<file path="config.mk">
export PLATFORM = sky130hd
export DESIGN_NAME = branch_target_predictor_flat
export DESIGN_NICKNAME = d
export VERILOG_FILES = /design/src/rtl/branch_target_predictor_if.sv /design/src/rtl/branch_target_predictor.sv /design/src/flat_wrapper.sv
export SDC_FILE = /design/constraint.sdc
export NUM_CORES = 1
export LEC_CHECK = 0
export BUFFER_PORTS_ARGS = -buffer_cell sky130_fd_sc_hd__buf_2
export CAP_MARGIN = 15
export CORE_AREA = 2 2 165 167
export CTS_BUF_LIST = sky130_fd_sc_hd__clkbuf_2
export DETAILED_ROUTE_END_ITERATION = 10
export DIE_AREA = 0 0 167 169
export PLACE_DENSITY = 0.48
export RECOVER_POWER = 25
export SYNTH_ARGS = -nofsm -noshare
export SYNTH_HDL_FRONTEND = slang
export SYNTH_SLANG_ARGS = --single-unit
export TNS_END_PERCENT = 20
</file>
<file path="constraint.sdc">
create_clock -name clk -period 4.9 [get_ports clk]
set_input_delay 0.98 -clock clk [delete_from_list [all_inputs] [get_ports clk]]
set_output_delay 0.98 -clock clk [all_outputs]
set_load 0.02 [all_outputs]
</file>
<file path="src/rtl/branch_target_predictor_if.sv">
// Lookup, prediction and training signals between IF/ID, the branch unit and EX.
// The master side drives lookups and updates; the slave side returns registered predictions.
interface branch_target_predictor_if #(
    parameter int XLEN = 32
);
    logic            stall_i;
    logic            valid_i;
    logic [XLEN-1:0] pc_i;
    logic [31:0]     instruction_i;
    logic            valid_o;
    logic            is_branch_o;
    logic            is_jump_o;
    logic            taken_o;
    logic [XLEN-1:0] target_o;
    logic [XLEN-1:0] fallthrough_o;
    logic            upd_valid_i;
    logic [XLEN-1:0] upd_pc_i;
    logic            upd_taken_i;

    modport master (
        output stall_i, valid_i, pc_i, instruction_i,
        output upd_valid_i, upd_pc_i, upd_taken_i,
        input  valid_o, is_branch_o, is_jump_o, taken_o, target_o, fallthrough_o
    );

    modport slave (
        input  stall_i, valid_i, pc_i, instruction_i,
        input  upd_valid_i, upd_pc_i, upd_taken_i,
        output valid_o, is_branch_o, is_jump_o, taken_o, target_o, fallthrough_o
    );
endinterface

</file>
<file path="src/rtl/branch_target_predictor.sv">
// Branch/jump target decode plus 2-bit counter direction predictor; RVC_BRANCH_EN adds compressed CB/CJ forms.
// Latency: one cycle from lookup to registered outputs; counter table trained by EX on the same edge.
// Backpressure: stall holds the output stage and drops that cycle's lookup; table updates still apply.
module branch_target_predictor #(
    parameter int         XLEN      = 32,
    parameter int         BHT_DEPTH = 16,
    parameter logic [1:0] CTR_INIT  = 2'b01
) (
    input  logic                     clk,
    input  logic                     rst,
    branch_target_predictor_if.slave bus
);
    localparam int IDXW = $clog2(BHT_DEPTH);

    logic [1:0]      bht [BHT_DEPTH];
    logic [31:0]     instr;
    logic            is_br;
    logic            is_jmp;
    logic            pred_taken;
    logic [XLEN-1:0] imm;
    logic [XLEN-1:0] step;
    logic [XLEN-1:0] fallthrough;
    logic [XLEN-1:0] target;
    logic [IDXW-1:0] lk_idx;
    logic [IDXW-1:0] up_idx;
    logic            unused_upd_bits;

    assign instr = bus.instruction_i;

    always_comb begin
        is_br  = 1'b0;
        is_jmp = 1'b0;
        imm    = '0;
        step   = XLEN'(4);
        case (instr[6:0])
            7'b1100011: begin
                is_br = 1'b1;
                imm   = {{(XLEN-13){instr[31]}}, instr[31], instr[7], instr[30:25],
                         instr[11:8], 1'b0};
            end
            7'b1101111: begin
                is_jmp = 1'b1;
                imm    = {{(XLEN-21){instr[31]}}, instr[31], instr[19:12], instr[20],
                          instr[30:21], 1'b0};
            end
            default: ;
        endcase
`ifdef RVC_BRANCH_EN
        // Any non-11 low pair is a 16-bit instruction; only quadrant 01 carries CB/CJ.
        if (instr[1:0] != 2'b11) begin
            step   = XLEN'(2);
            is_br  = 1'b0;
            is_jmp = 1'b0;
            imm    = '0;
            if (instr[1:0] == 2'b01) begin
                case (instr[15:13])
                    3'b101, 3'b001: begin
                        is_jmp = 1'b1;
                        imm    = {{(XLEN-12){instr[12]}}, instr[12], instr[8], instr[10:9],
                                  instr[6], instr[7], instr[2], instr[11], instr[5:3], 1'b0};
                    end
                    3'b110, 3'b111: begin
                        is_br = 1'b1;
                        imm   = {{(XLEN-9){instr[12]}}, instr[12], instr[6:5], instr[2],
                                 instr[11:10], instr[4:3], 1'b0};
                    end
                    default: ;
                endcase
            end
        end
`endif
    end

`ifdef RVC_BRANCH_EN
    assign lk_idx = bus.pc_i[IDXW:1];
    assign up_idx = bus.upd_pc_i[IDXW:1];
`else
    assign lk_idx = bus.pc_i[IDXW+1:2];
    assign up_idx = bus.upd_pc_i[IDXW+1:2];
`endif
    assign unused_upd_bits = ^bus.upd_pc_i;

    assign fallthrough = bus.pc_i + step;
    assign target      = (is_br || is_jmp) ? bus.pc_i + imm : fallthrough;
    // Combinational read of the pre-edge counter gives read-before-write on index collisions.
    assign pred_taken  = is_jmp || (is_br && bht[lk_idx][1]);

    always_ff @(posedge clk) begin
        if (rst) begin
            bus.valid_o       <= 1'b0;
            bus.is_branch_o   <= 1'b0;
            bus.is_jump_o     <= 1'b0;
            bus.taken_o       <= 1'b0;
            bus.target_o      <= '0;
            bus.fallthrough_o <= '0;
        end else if (!bus.stall_i) begin
            bus.valid_o       <= bus.valid_i;
            bus.is_branch_o   <= bus.valid_i && is_br;
            bus.is_jump_o     <= bus.valid_i && is_jmp;
            bus.taken_o       <= bus.valid_i && pred_taken;
            bus.target_o      <= target;
            bus.fallthrough_o <= fallthrough;
        end
    end

    always_ff @(posedge clk) begin
        if (rst) begin
            for (int i = 0; i < BHT_DEPTH; i++) begin
                bht[i] <= CTR_INIT;
            end
        end else if (bus.upd_valid_i) begin
            if (bus.upd_taken_i && bht[up_idx] != 2'b11) begin
                bht[up_idx] <= bht[up_idx] + 2'b01;
            end else if (!bus.upd_taken_i && bht[up_idx] != 2'b00) begin
                bht[up_idx] <= bht[up_idx] - 2'b01;
            end
        end
    end
endmodule

</file>
<file path="src/flat_wrapper.sv">
// flat-port wrapper written by rule: the top's interface ports become plain ports
module branch_target_predictor_flat 
#(
    parameter int         XLEN      = 32,
    parameter int         BHT_DEPTH = 16,
    parameter logic [1:0] CTR_INIT  = 2'b01
)
  (clk, rst, bus_stall_i, bus_valid_i, bus_pc_i, bus_instruction_i, bus_upd_valid_i, bus_upd_pc_i, bus_upd_taken_i, bus_valid_o, bus_is_branch_o, bus_is_jump_o, bus_taken_o, bus_target_o, bus_fallthrough_o);
  branch_target_predictor_if #(.XLEN(XLEN)) bus_i ();
  input  logic clk;
  input  logic rst;
  input wire logic [$bits(bus_i.stall_i)-1:0] bus_stall_i;
  input wire logic [$bits(bus_i.valid_i)-1:0] bus_valid_i;
  input wire logic [$bits(bus_i.pc_i)-1:0] bus_pc_i;
  input wire logic [$bits(bus_i.instruction_i)-1:0] bus_instruction_i;
  input wire logic [$bits(bus_i.upd_valid_i)-1:0] bus_upd_valid_i;
  input wire logic [$bits(bus_i.upd_pc_i)-1:0] bus_upd_pc_i;
  input wire logic [$bits(bus_i.upd_taken_i)-1:0] bus_upd_taken_i;
  output wire logic [$bits(bus_i.valid_o)-1:0] bus_valid_o;
  output wire logic [$bits(bus_i.is_branch_o)-1:0] bus_is_branch_o;
  output wire logic [$bits(bus_i.is_jump_o)-1:0] bus_is_jump_o;
  output wire logic [$bits(bus_i.taken_o)-1:0] bus_taken_o;
  output wire logic [$bits(bus_i.target_o)-1:0] bus_target_o;
  output wire logic [$bits(bus_i.fallthrough_o)-1:0] bus_fallthrough_o;
  assign bus_i.stall_i = bus_stall_i;
  assign bus_i.valid_i = bus_valid_i;
  assign bus_i.pc_i = bus_pc_i;
  assign bus_i.instruction_i = bus_instruction_i;
  assign bus_i.upd_valid_i = bus_upd_valid_i;
  assign bus_i.upd_pc_i = bus_upd_pc_i;
  assign bus_i.upd_taken_i = bus_upd_taken_i;
  assign bus_valid_o = bus_i.valid_o;
  assign bus_is_branch_o = bus_i.is_branch_o;
  assign bus_is_jump_o = bus_i.is_jump_o;
  assign bus_taken_o = bus_i.taken_o;
  assign bus_target_o = bus_i.target_o;
  assign bus_fallthrough_o = bus_i.fallthrough_o;
  branch_target_predictor #(.XLEN(XLEN), .BHT_DEPTH(BHT_DEPTH), .CTR_INIT(CTR_INIT)) u_core (.clk(clk), .rst(rst), .bus(bus_i));
endmodule
</file>
==> results of run 1 <==
## sequential cells by signal (all words and copies together), names as in the netlist
signal	cells
u_core.bus.target_o	31
u_core.bus.is_jump_o	1
u_core.bus.is_branch_o	1
u_core.bus.taken_o	1
u_core.bus.valid_o	1
u_core.bht	32
u_core.bus.fallthrough_o	32
## final timing paths
path / startpoint / endpoint / slack (ns) / depth (start not counted)
max: bus_instruction_i[3] / u_core.bus.target_o[24]$_SDFFE_PP0N_ / 1.10 / 14
min reg2reg: u_core.bus.fallthrough_o[15]$_SDFFE_PP0N_ / u_core.bus.fallthrough_o[15]$_SDFFE_PP0N_ / 0.49 / 2
min: u_core.bus.fallthrough_o[15]$_SDFFE_PP0N_ / u_core.bus.fallthrough_o[15]$_SDFFE_PP0N_ / 0.49 / 2
max reg2reg: u_core.bht[15][1]$_SDFFCE_PN0P_ / u_core.bht[7][0]$_SDFFCE_PN1P_ / 2.16 / 8
## power groups by stage
stage / Clock [mW] / Combinational (mW) / Sequential [mW]
final: 0.506 / 0.396 / 0.911
after global routing: 0.554 / 0.434 / 0.918
after CTS: 0.526 / 0.400 / 0.912
after detailed placement: 0 / 0.399 / 0.927
after global placement: 0 / 0.398 / 0.926
after floorplan: 0 / 0.208 / 0.962
## critical path, cell delays in order
cell     delay (ns)
buf_2          0.10
or2_2          0.32
a21oi_4        0.32
and2_1         0.18
ha_1           0.28
a21o_1         0.22
a31o_2         0.22
o21ai_0        0.23
buf_4          0.18
nand3_1        0.14
a211o_1        0.39
o21ai_0        0.45
nor3_1         0.09
a221o_1        0.27
## cell usage in the layout, fill, tap and decap left out, drive strengths merged, types with 3 or more instances in the layout
| cell type | count |
|---|---|
| clkbuf | 35 |
| diode | 3 |
| or3 | 3 |
| nand2 | 89 |
| a21o | 19 |
| mux4 | 15 |
| dfxtp | 67 |
| xor2 | 26 |
| nor2b | 12 |
| or2 | 5 |
| xnor2 | 27 |
| buf | 136 |
| and2 | 11 |
| and4 | 5 |
| nand3 | 25 |
| inv | 14 |
| and3b | 3 |
| a31oi | 6 |
| o22ai | 7 |
| nand4 | 10 |
| o21bai | 3 |
| nor2 | 144 |
| nor3 | 22 |
| a21oi | 69 |
| and3 | 15 |
| o211ai | 7 |
| ha | 31 |
| a211oi | 19 |
| a22oi | 6 |
| o21a | 7 |
| edfxtp | 32 |
| o21ai | 35 |
| a41oi | 3 |
| mux2i | 12 |
| a22o | 5 |
| nor3b | 3 |
## cells by family (layout without fill, tap and decap cells)
kind of cell             Yosys count  count (layout)  synth area share [%]
adder cells (fa/ha/maj)           32              32                  5.99
flip-flops                        99              99                  33.8
AND/OR/NAND/NOR                  352             352                  24.2
buffers and inverters             60             188                  3.62
multiplexers                      28              28                  6.89
other                              0               3                     0
XOR/XNOR                          53              53                  6.82
AO/OA/AOI/OAI                    202             202                  18.7
## final cells by class
cell class / count / area [sq um] / share of cell area [%]
diodes: 3 / 7.51 / 0.0936
clock buffers: 9 / 45.0 / 0.562
clock inverters: 7 / 105 / 1.31
inverters: 10 / 37.5 / 0.468
multi-input cells: 667 / 4270 / 53.3
flip-flops and latches: 99 / 2300 / 28.7
well taps: 341 / 427 / 5.32
repair buffers: 162 / 823 / 10.3
## routing by layer
metal,share of wire [%],up-vias
li1,-,3232
met1,48,3067
met2,43,189
met3,6.3,34
met4,2.0,6
met5,0.16,-
## through the flow
step	std cells	total power, mW
3_5_place_dp	1279	1.33
5_1_grt	1297	1.91
2_1_floorplan	826	1.17
3_3_place_gp	1279	1.32
4_1_cts	1295	1.84
6_report	1298	1.81
==> results_dict.tcl, run 1 <==
set metrics [dict create \
    p_sw_uw 606 \
    wire_per_inst_um 18.3 \
    grt_use_met2_pct 24.8 \
    cts_buffers 9 \
    grt_pass1_wl_um 36500 \
    drt_wl_total_um 23700 \
    cts.clk_slew.worst_paths_ns 0.30 \
    gp_congestion 0.868 \
    tightest_slew_ns 1.95 \
    synth_cell_types 63 \
    hold_buffers 0 \
    htree_levels 3 \
    worstSkewPairLatency_ns 0.66 \
    final_cell_area_sq_um 8020 \
    fp.coreArea_sq_um 26500 \
    grt.total_usage_pct 16.6 \
    max-vdd-ir-drop_uv 97.4 \
    cellPowerDensity_nw_per_um2 226 \
    final_hold_viol_count 0 \
    finClkSkew_ns 0.0293 \
    via_count 6528 \
    nNetsFinal 1083 \
    port_buffers 141 \
    drt_iter0_drc 446 \
    cts_tree "built" \
    post_cts_buffers 0 \
    grt_overflow 0 \
    slew_headroom_pct -30.1 \
    drtPass1Iterations 5 \
    drcViolationCount 0 \
    die_h_um 169 \
    grt_pass1_vias 6145 \
    critPathArrivalTime_ns 4.38 \
    yosys_warnings 0 \
    grt_busiest_layer "met2" \
    post-route-period-util_pct 77.5 \
    dpl_worst_slack_ns 0.416 \
    fp.dieW_um 167 \
    sw_frac_of_total_pct 33.4 \
    dieArea_sq_um 28200 \
    viasPerCell 5.03 \
    grtUsageMet1_pct 24.0 \
    critical_path_class "input pin to flop" \
    seq_power_share_pct 50.3 \
    min_period_ns 3.80 \
    syn_avg_cell_area_sq_um 8.24 \
    synth_top_area_share_pct 19.7 \
    whs_ns 0.486 \
    violations "max-capacitance violations, max-slew violations" \
    cts_root_buffer "clkbuf_2" \
    worst_slack_ns 1.10 \
    clockBufferDepth 2 \
    cp.required_ns 5.48 \
    antenna_found_initial 6 \
    synth_seq_cells 99 \
    comb_power_share_pct 21.8 \
    synth_async_sr_flop_share_pct 0 \
    drive_gt1_share_pct 19.3 \
    p_leak_nw 3.34 \
    fmax_mhz 263 \
    synth.largest_area_cell "dfxtp_1" \
    cts_sinks 99 \
    dpl-instance-area_sq_um 7900 \
    cts_resized 0 \
    synthTopCellsByArea "dfxtp_1 (20%), edfxtp_1 (14%), nor2_1 (7.8%)" \
    setup_viol 0 \
    synth_flop_cell "dfxtp_1" \
    rsz0062_at_grt "false" \
    grt_max_degree 60 \
    synth_edf_count 32 \
    path_max_fanout 10 \
    p_clk_share_pct 27.9 \
    initial_core_util_pct 25.7 \
    hpwl_um 18500 \
    antenna_left 0 \
    fin_util_pct 30.3 \
    rows 60 \
    hp-class "flop to flop" \
    status "finished with violations" \
    ys_seq_area_share_pct 33.8 \
    max-cap-violations 3 \
    met3_usage_pct 3.25 \
    pin_count 170 \
    drv_slew 120 \
    yosys.cell_count.top_type "nor2_1" \
    setup-tns-final_ns 0 \
    internal_power_mw 1.21 \
    syn_nets 960 \
    ys_top_cells_by_count "nor2_1 (142), nand2_1 (88), a21oi_1 (69)" \
    fillerInstances 2889 \
    area_growth_pct 17.8 \
    synth.cell_area_sq_um 6810 \
    critPathCaptureType "flop" \
    setup.worst_path.start_class "input pin" \
    syn_inst 826 \
]
Power figures use the tool's default switching activity.
==> run 2, diff against run 1 <==
--- a/config.mk
+++ b/config.mk
@@ -11,7 +11,7 @@
 export CTS_BUF_LIST = sky130_fd_sc_hd__clkbuf_2
 export DETAILED_ROUTE_END_ITERATION = 10
 export DIE_AREA = 0 0 167 169
-export PLACE_DENSITY = 0.48
+export PLACE_DENSITY = 0.49
 export RECOVER_POWER = 25
 export SYNTH_ARGS = -nofsm -noshare
 export SYNTH_HDL_FRONTEND = slang
==> constraint.sdc (replaced) <==
create_clock -name clk -period 3.4 [get_ports clk]
set_input_delay 0.68 -clock clk [delete_from_list [all_inputs] [get_ports clk]]
set_output_delay 0.68 -clock clk [all_outputs]
set_load 0.02 [all_outputs]
==> run 2 against run 1 <==
  * Sequential share of layout area is 3.1 points lower
  * Non-clock buffer count rose by 111
  * Largest cell class unchanged
  * Worst setup slack worse by 0.89 ns
  * Critical endpoint is now u_core.bus.target_o[28]$_SDFFE_PP0N_
  * Power is 47% higher
  * Highest routed layer is now met4
  * Clock skew down 0.0057 ns
  * Design area is 12% higher
  * The flow still finishes with violations (max-capacitance violations, max-slew violations)
  * Global-route usage increased by 0.79 points
==> results_dict.tcl, run 2 (synthesized netlist as in run 1, its figures left out) <==
set metrics [dict create \
    drt_wl_total_um 24400 \
    port_buffers 141 \
    p_sw_uw 888 \
    violations "max-capacitance violations, max-slew violations" \
    wire_per_inst_um 17.3 \
    internal_power_mw 1.78 \
    worstSkewPairLatency_ns 0.62 \
    critPathCaptureType "flop" \
    cts_sinks 99 \
    whs_ns 0.264 \
    setup_viol 0 \
    reg2reg_slack_ns 0.68 \
    post-route-period-util_pct 93.7 \
    dieArea_sq_um 28200 \
    final_cell_area_sq_um 8970 \
    final_hold_viol_count 0 \
    area_growth_pct 31.8 \
    antenna_left 0 \
    cp.required_ns 3.97 \
    final_common_cell "nor2_1" \
    cts.clk_slew.worst_paths_ns 0.30 \
    slew_headroom_pct -86.3 \
    seq_power_share_pct 49.2 \
    grt_max_degree 62 \
    sw_frac_of_total_pct 33.3 \
    viasPerCell 4.90 \
    dpl-instance-area_sq_um 8870 \
    cp-endpoint "u_core.bus.target_o[28]$_SDFFE_PP0N_" \
    critPathArrivalTime_ns 3.75 \
    drtPass1Iterations 5 \
    critical_path_class "input pin to flop" \
    hpwl_um 19600 \
    max-cap-violations 1 \
    antenna_found_initial 3 \
    fmax_mhz 314 \
    rsz0062_at_grt "false" \
    drive_gt1_share_pct 28.8 \
    cellPowerDensity_nw_per_um2 298 \
    wl_met3_um 1310 \
    finClkSkew_ns 0.0236 \
    final_cell_mix "nor2_1 (140), buf_4 (128), buf_2 (112)" \
    drv_slew 62 \
    wl_met1_um 12700 \
    setup.worst_path.start_class "input pin" \
    cts_buffers 9 \
    status "finished with violations" \
    htree_levels 3 \
    fp.dieW_um 167 \
    comb_power_share_pct 24.1 \
    tightest_slew_ns 2.79 \
    max-vdd-ir-drop_uv 183 \
    gp_congestion 0.844 \
    highest_layer "met4" \
    hp-class "input pin to flop" \
    total_power_mw 2.67 \
    clockBufferDepth 2 \
    p_leak_nw 3.89 \
    post_cts_buffers 0 \
    p_clk_share_pct 26.8 \
    rr_startpoint "u_core.bht[13][1]$_SDFFCE_PN0P_" \
    initial_core_util_pct 25.7 \
    min_period_ns 3.19 \
    cts_tree "built" \
    hold_buffers 0 \
    rows 60 \
    cts_resized 0 \
    top_regs "u_core.bht: 32 flops, u_core.bus.fallthrough_o: 32 flops, u_core.bus.target_o: 31 flops" \
    fp.coreArea_sq_um 26500 \
    pin_count 170 \
    reg2reg_to "u_core.bht[7][1]$_SDFFCE_PN0P_" \
    cts_root_buffer "clkbuf_2" \
    grt_pass1_vias 6625 \
    drt_iter0_drc 490 \
    via_count 6911 \
    grt.total_usage_pct 17.4 \
    drcViolationCount 0 \
    die_h_um 169 \
    grt_overflow 0 \
    r2r_cells 8 \
    startpoint "bus_instruction_i[4]" \
    wl_met2_um 10000 \
    nNetsFinal 1194 \
    grt_pass1_wl_um 38300 \
    path_max_fanout 10 \
]
## run 2: cell types whose count changed in the layout (fill, tap and decap cells not counted), moves of 2 or more
cell      before  now
ha_4           0    3
buf_2        118  112
buf_4         18  128
ha_1          31   28
nor2_1       142  140
buf_12         0    2
clkbuf_1      26   31
o21ai_1        1    3
o21ai_0       34   31
## run 2: worst max-delay path, stage by stage
cell     delay, ns
buf_2         0.10
nor2b_1       0.10
nand4_1       0.20
buf_4         0.22
a21oi_4       0.13
buf_12        0.15
and2_1        0.17
ha_4          0.21
a21o_1        0.20
a31o_2        0.24
o21ai_2       0.24
nand3_2       0.13
a211o_1       0.35
a41oi_2       0.24
xor2_1        0.28
a21oi_1       0.11
## run 2: how the worst min path moves through the flow
stage	start	endpoint	cells past startpoint
after floorplan	u_core.bus.fallthrough_o[15]$_SDFFE_PP0N_	u_core.bus.fallthrough_o[15]$_SDFFE_PP0N_	2
after global placement	u_core.bus.fallthrough_o[15]$_SDFFE_PP0N_	u_core.bus.fallthrough_o[15]$_SDFFE_PP0N_	2
final	bus_pc_i[0]	u_core.bus.fallthrough_o[0]$_SDFFE_PP0N_	3
after detailed placement	u_core.bus.fallthrough_o[15]$_SDFFE_PP0N_	u_core.bus.fallthrough_o[15]$_SDFFE_PP0N_	2
after global routing	bus_pc_i[0]	u_core.bus.fallthrough_o[0]$_SDFFE_PP0N_	3
after CTS	bus_pc_i[0]	u_core.bus.fallthrough_o[0]$_SDFFE_PP0N_	3
## run 2: power groups by stage
stage	clock network (mW)	registers, mW	logic, mW
global route	0.785	1.32	0.704
floorplan	0	1.39	0.306
detailed placement	0	1.34	0.645
global placement	0	1.33	0.642
CTS	0.747	1.31	0.647
finish	0.715	1.31	0.643
## run 2: stage by stage
step,setup WS (ns),cells,util [%],setup TNS (ns)
6_report,0.214,1409,33.9,0
5_1_grt,0.0440,1408,33.8,0
4_1_cts,0.248,1406,34.0,0
3_5_place_dp,-0.486,1390,33.5,-7.21
3_3_place_gp,-0.444,1390,33.5,-6.34
2_1_floorplan,-0.0587,826,-,-0.107
## run 2: area by class of cell
type,instances,area (sq um)
diodes,3,7.51
clock buffers,9,45.0
clock inverters,7,97.6
fillers,2840,17500
inverters,10,37.5
multi-input cells,667,4380
flip-flops and latches,99,2300
well taps,341,427
repair buffers,273,1680
## run 2: layer usage
layer	vias up	track usage [%]
li1	3455	-
met1	3258	26.8
met2	182	25.3
met3	16	2.38
met4	0	4.39
met5	-	0
==> run 3, diff against run 2 <==
--- a/config.mk
+++ b/config.mk
@@ -6,7 +6,7 @@
 export NUM_CORES = 1
 export LEC_CHECK = 0
 export BUFFER_PORTS_ARGS = -buffer_cell sky130_fd_sc_hd__buf_2
-export CAP_MARGIN = 15
+export CAP_MARGIN = 20
 export CORE_AREA = 2 2 165 167
 export CTS_BUF_LIST = sky130_fd_sc_hd__clkbuf_2
 export DETAILED_ROUTE_END_ITERATION = 10
==> constraint.sdc (replaced) <==
create_clock -name clk -period 2.7 [get_ports clk]
set_input_delay 0.54 -clock clk [delete_from_list [all_inputs] [get_ports clk]]
set_output_delay 0.54 -clock clk [all_outputs]
set_load 0.02 [all_outputs]
==> run 3 against run 2 <==
  * The flow finishes with violations (negative setup slack)
  * Clock-buffer cell count is the same
  * Highest routed layer unchanged
  * First-iteration DRC count shrank 3.9%
  * Largest power group unchanged
  * Combinational power increased by 34%
  * Worst setup slack lost 0.35 ns
  * Largest cell class unchanged
  * Hold slack worse by 0.11 ns
  * Design area up 6.9%
  * Power is 19% higher
==> results_dict.tcl, run 3 (synthesized netlist as in run 1, its figures left out) <==
set metrics [dict create \
    fin_util_pct 36.2 \
    setup.worst_path.start_class "input pin" \
    htree_levels 3 \
    dieArea_sq_um 28200 \
    min_period_ns 2.84 \
    cpPeakStageDelay_ns 0.36 \
    rsz0062_at_grt "true" \
    finClkSkew_ns 0.0260 \
    slew_headroom_pct 4.22 \
    via_count 7083 \
    grt.total_usage_pct 17.8 \
    antenna_found_initial 1 \
    fmax_mhz 352 \
    hold_end "u_core.bus.fallthrough_o[0]$_SDFFE_PP0N_" \
    placed_cells 1414 \
    die_h_um 169 \
    violations "negative setup slack" \
    cellPowerDensity_nw_per_um2 332 \
    worst_path_max_delay_cell "fa_2" \
    cts_sinks 99 \
    wire_per_inst_um 17.7 \
    hp-start "bus_pc_i[0]" \
    crit_chain "buf_6 -> nor2b_4 -> nand4_1 -> buf_4 -> nor2_4 -> a22o_1 -> ha_2 -> inv_2 -> fa_2 -> nor2b_4 -> o2111ai_4 -> a21oi_2 -> nor2_2 -> buf_4 -> o31a_1 -> o41ai_2 -> xnor2_1 -> a221oi_1" \
    fp.dieW_um 167 \
    p_leak_nw 4.10 \
    dpl_worst_slack_ns -0.944 \
    drive_gt1_share_pct 37.5 \
    port_buffers 141 \
    area_growth_pct 40.9 \
    gp_congestion 0.858 \
    setup_viol 10 \
    clockBufferDepth 2 \
    cts_root_buffer "clkbuf_2" \
    viasPerCell 4.91 \
    top_regs "u_core.bht: 32 flops, u_core.bus.fallthrough_o: 32 flops, u_core.bus.target_o: 31 flops" \
    worst_slack_ns -0.137 \
    cts_tree "built" \
    nNetsFinal 1229 \
    reg2reg_slack_ns 0.06 \
    drtPass1Iterations 5 \
    final_common_cell "buf_4" \
    grt_pass1_vias 6912 \
    cts.clk_slew.worst_paths_ns 0.29 \
    fp.coreArea_sq_um 26500 \
    whs_ns 0.150 \
    hp-class "input pin to flop" \
    critPathArrivalTime_ns 3.40 \
    cts_buffers 9 \
    initial_core_util_pct 25.7 \
    drv_slew 0 \
    grt_pass1_wl_um 39200 \
    max-cap-violations 0 \
    setup-tns-final_ns -0.520 \
    worstSkewPairLatency_ns 0.62 \
    final_hold_viol_count 0 \
    regArea_sq_um 2300 \
    multi_input_area_sq_um 4750 \
    drt_iter0_drc 471 \
    path_max_fanout 3 \
    rr_startpoint "u_core.bht[1][1]$_SDFFCE_PN0P_" \
    reg2reg_to "u_core.bht[11][1]$_SDFFCE_PN0P_" \
    fillerInstances 2844 \
    post-route-period-util_pct 105 \
    hold_buffers 0 \
    rows 60 \
    final_cell_mix "buf_4 (153), nor2_1 (136), buf_2 (121)" \
    critical_path_class "input pin to flop" \
    stdcell_count 1442 \
    antenna_left 0 \
    r2r_cells 8 \
    status "finished with violations" \
    tightest_slew_ns 1.44 \
    min_path_cells 3 \
    grt_max_degree 59 \
    hpwl_um 20300 \
    grt_overflow 0 \
    pin_count 170 \
    max-vdd-ir-drop_uv 170 \
    critPathCaptureType "flop" \
    drt_wl_total_um 25600 \
    drcViolationCount 0 \
    cp.required_ns 3.26 \
]
-- run 3: cell count changes in the layout (fill, tap and decap cells not counted), sizes merged --
| cell | delta |
|---|---|
| diode | -2 |
| clkinv | +5 |
| clkbuf | -7 |
| bufinv | -2 |
| inv | -3 |
| buf | +42 |
-- run 3: critical path, delay by kind of cell --
kind | cells | cell delay, ns
xor+xnor | 1 | 0.10
buf+inv | 4 | 0.43
simple gates | 5 | 0.54
compound gates | 6 | 1.23
fa+ha+maj | 2 | 0.55
-- run 3: how the worst max path moves through the flow --
| stage | endpoint | slack, ns | start | cells after the start |
|---|---|---|---|---|
| global placement | u_core.bus.target_o[26]$_SDFFE_PP0N_ | -0.87 | bus_instruction_i[6] | 18 |
| finish | u_core.bus.target_o[31]$_SDFFE_PP0N_ | -0.14 | bus_instruction_i[4] | 18 |
| CTS | u_core.bus.target_o[31]$_SDFFE_PP0N_ | -0.19 | bus_instruction_i[4] | 18 |
| floorplan | u_core.bus.target_o[31]$_SDFFE_PP0N_ | -0.61 | bus_instruction_i[6] | 15 |
| global route | u_core.bus.target_o[31]$_SDFFE_PP0N_ | -0.23 | bus_instruction_i[4] | 18 |
| detailed placement | u_core.bus.target_o[31]$_SDFFE_PP0N_ | -0.94 | bus_instruction_i[4] | 18 |
-- run 3: repair_timing --
action,in CTS,in global routing
resized for setup,15,50
setup endpoints to repair,13,54
setup buffers,1,11
pin swaps,6,44
-- run 3: metal layers --
| metal | vias up | GRT usage, % | wire length (um) |
|---|---|---|---|
| li1 | 3502 | - | - |
| met1 | 3378 | 25.1 | 12500 |
| met2 | 182 | 28.2 | 11600 |
| met3 | 21 | 2.92 | 1170 |
| met4 | 0 | 4.57 | 337 |
| met5 | - | 0 | 0 |
-- run 3: cell type report --
class	count	area share (%)
Antenna cell	1	0.0261
Clock buffer	9	0.470
Sequential cell	99	24.0
Clock inverter	7	0.365
Multi-Input combinational cell	667	49.6
Timing Repair Buffer	308	20.7
Tap cell	341	4.45
Inverter	10	0.391
-- run 3: metrics by stage --
stage | area [sq um] | power [mW]
after floorplan | 7090 | 2.14
after global placement | 9160 | 2.52
after detailed placement | 9160 | 2.52
after CTS | 9320 | 3.21
after global routing | 9590 | 3.35
final | 9590 | 3.19
-- run 3: report_power, final --
group | internal, mW | total (mW) | switching (mW) | leakage [nW]
sequential | 1.61 | 1.66 | 0.0429 | 0.832
combinational | 0.352 | 0.861 | 0.509 | 3.22
clock | 0.109 | 0.670 | 0.561 | 0.0522
total | 2.07 | 3.19 | 1.11 | 4.10
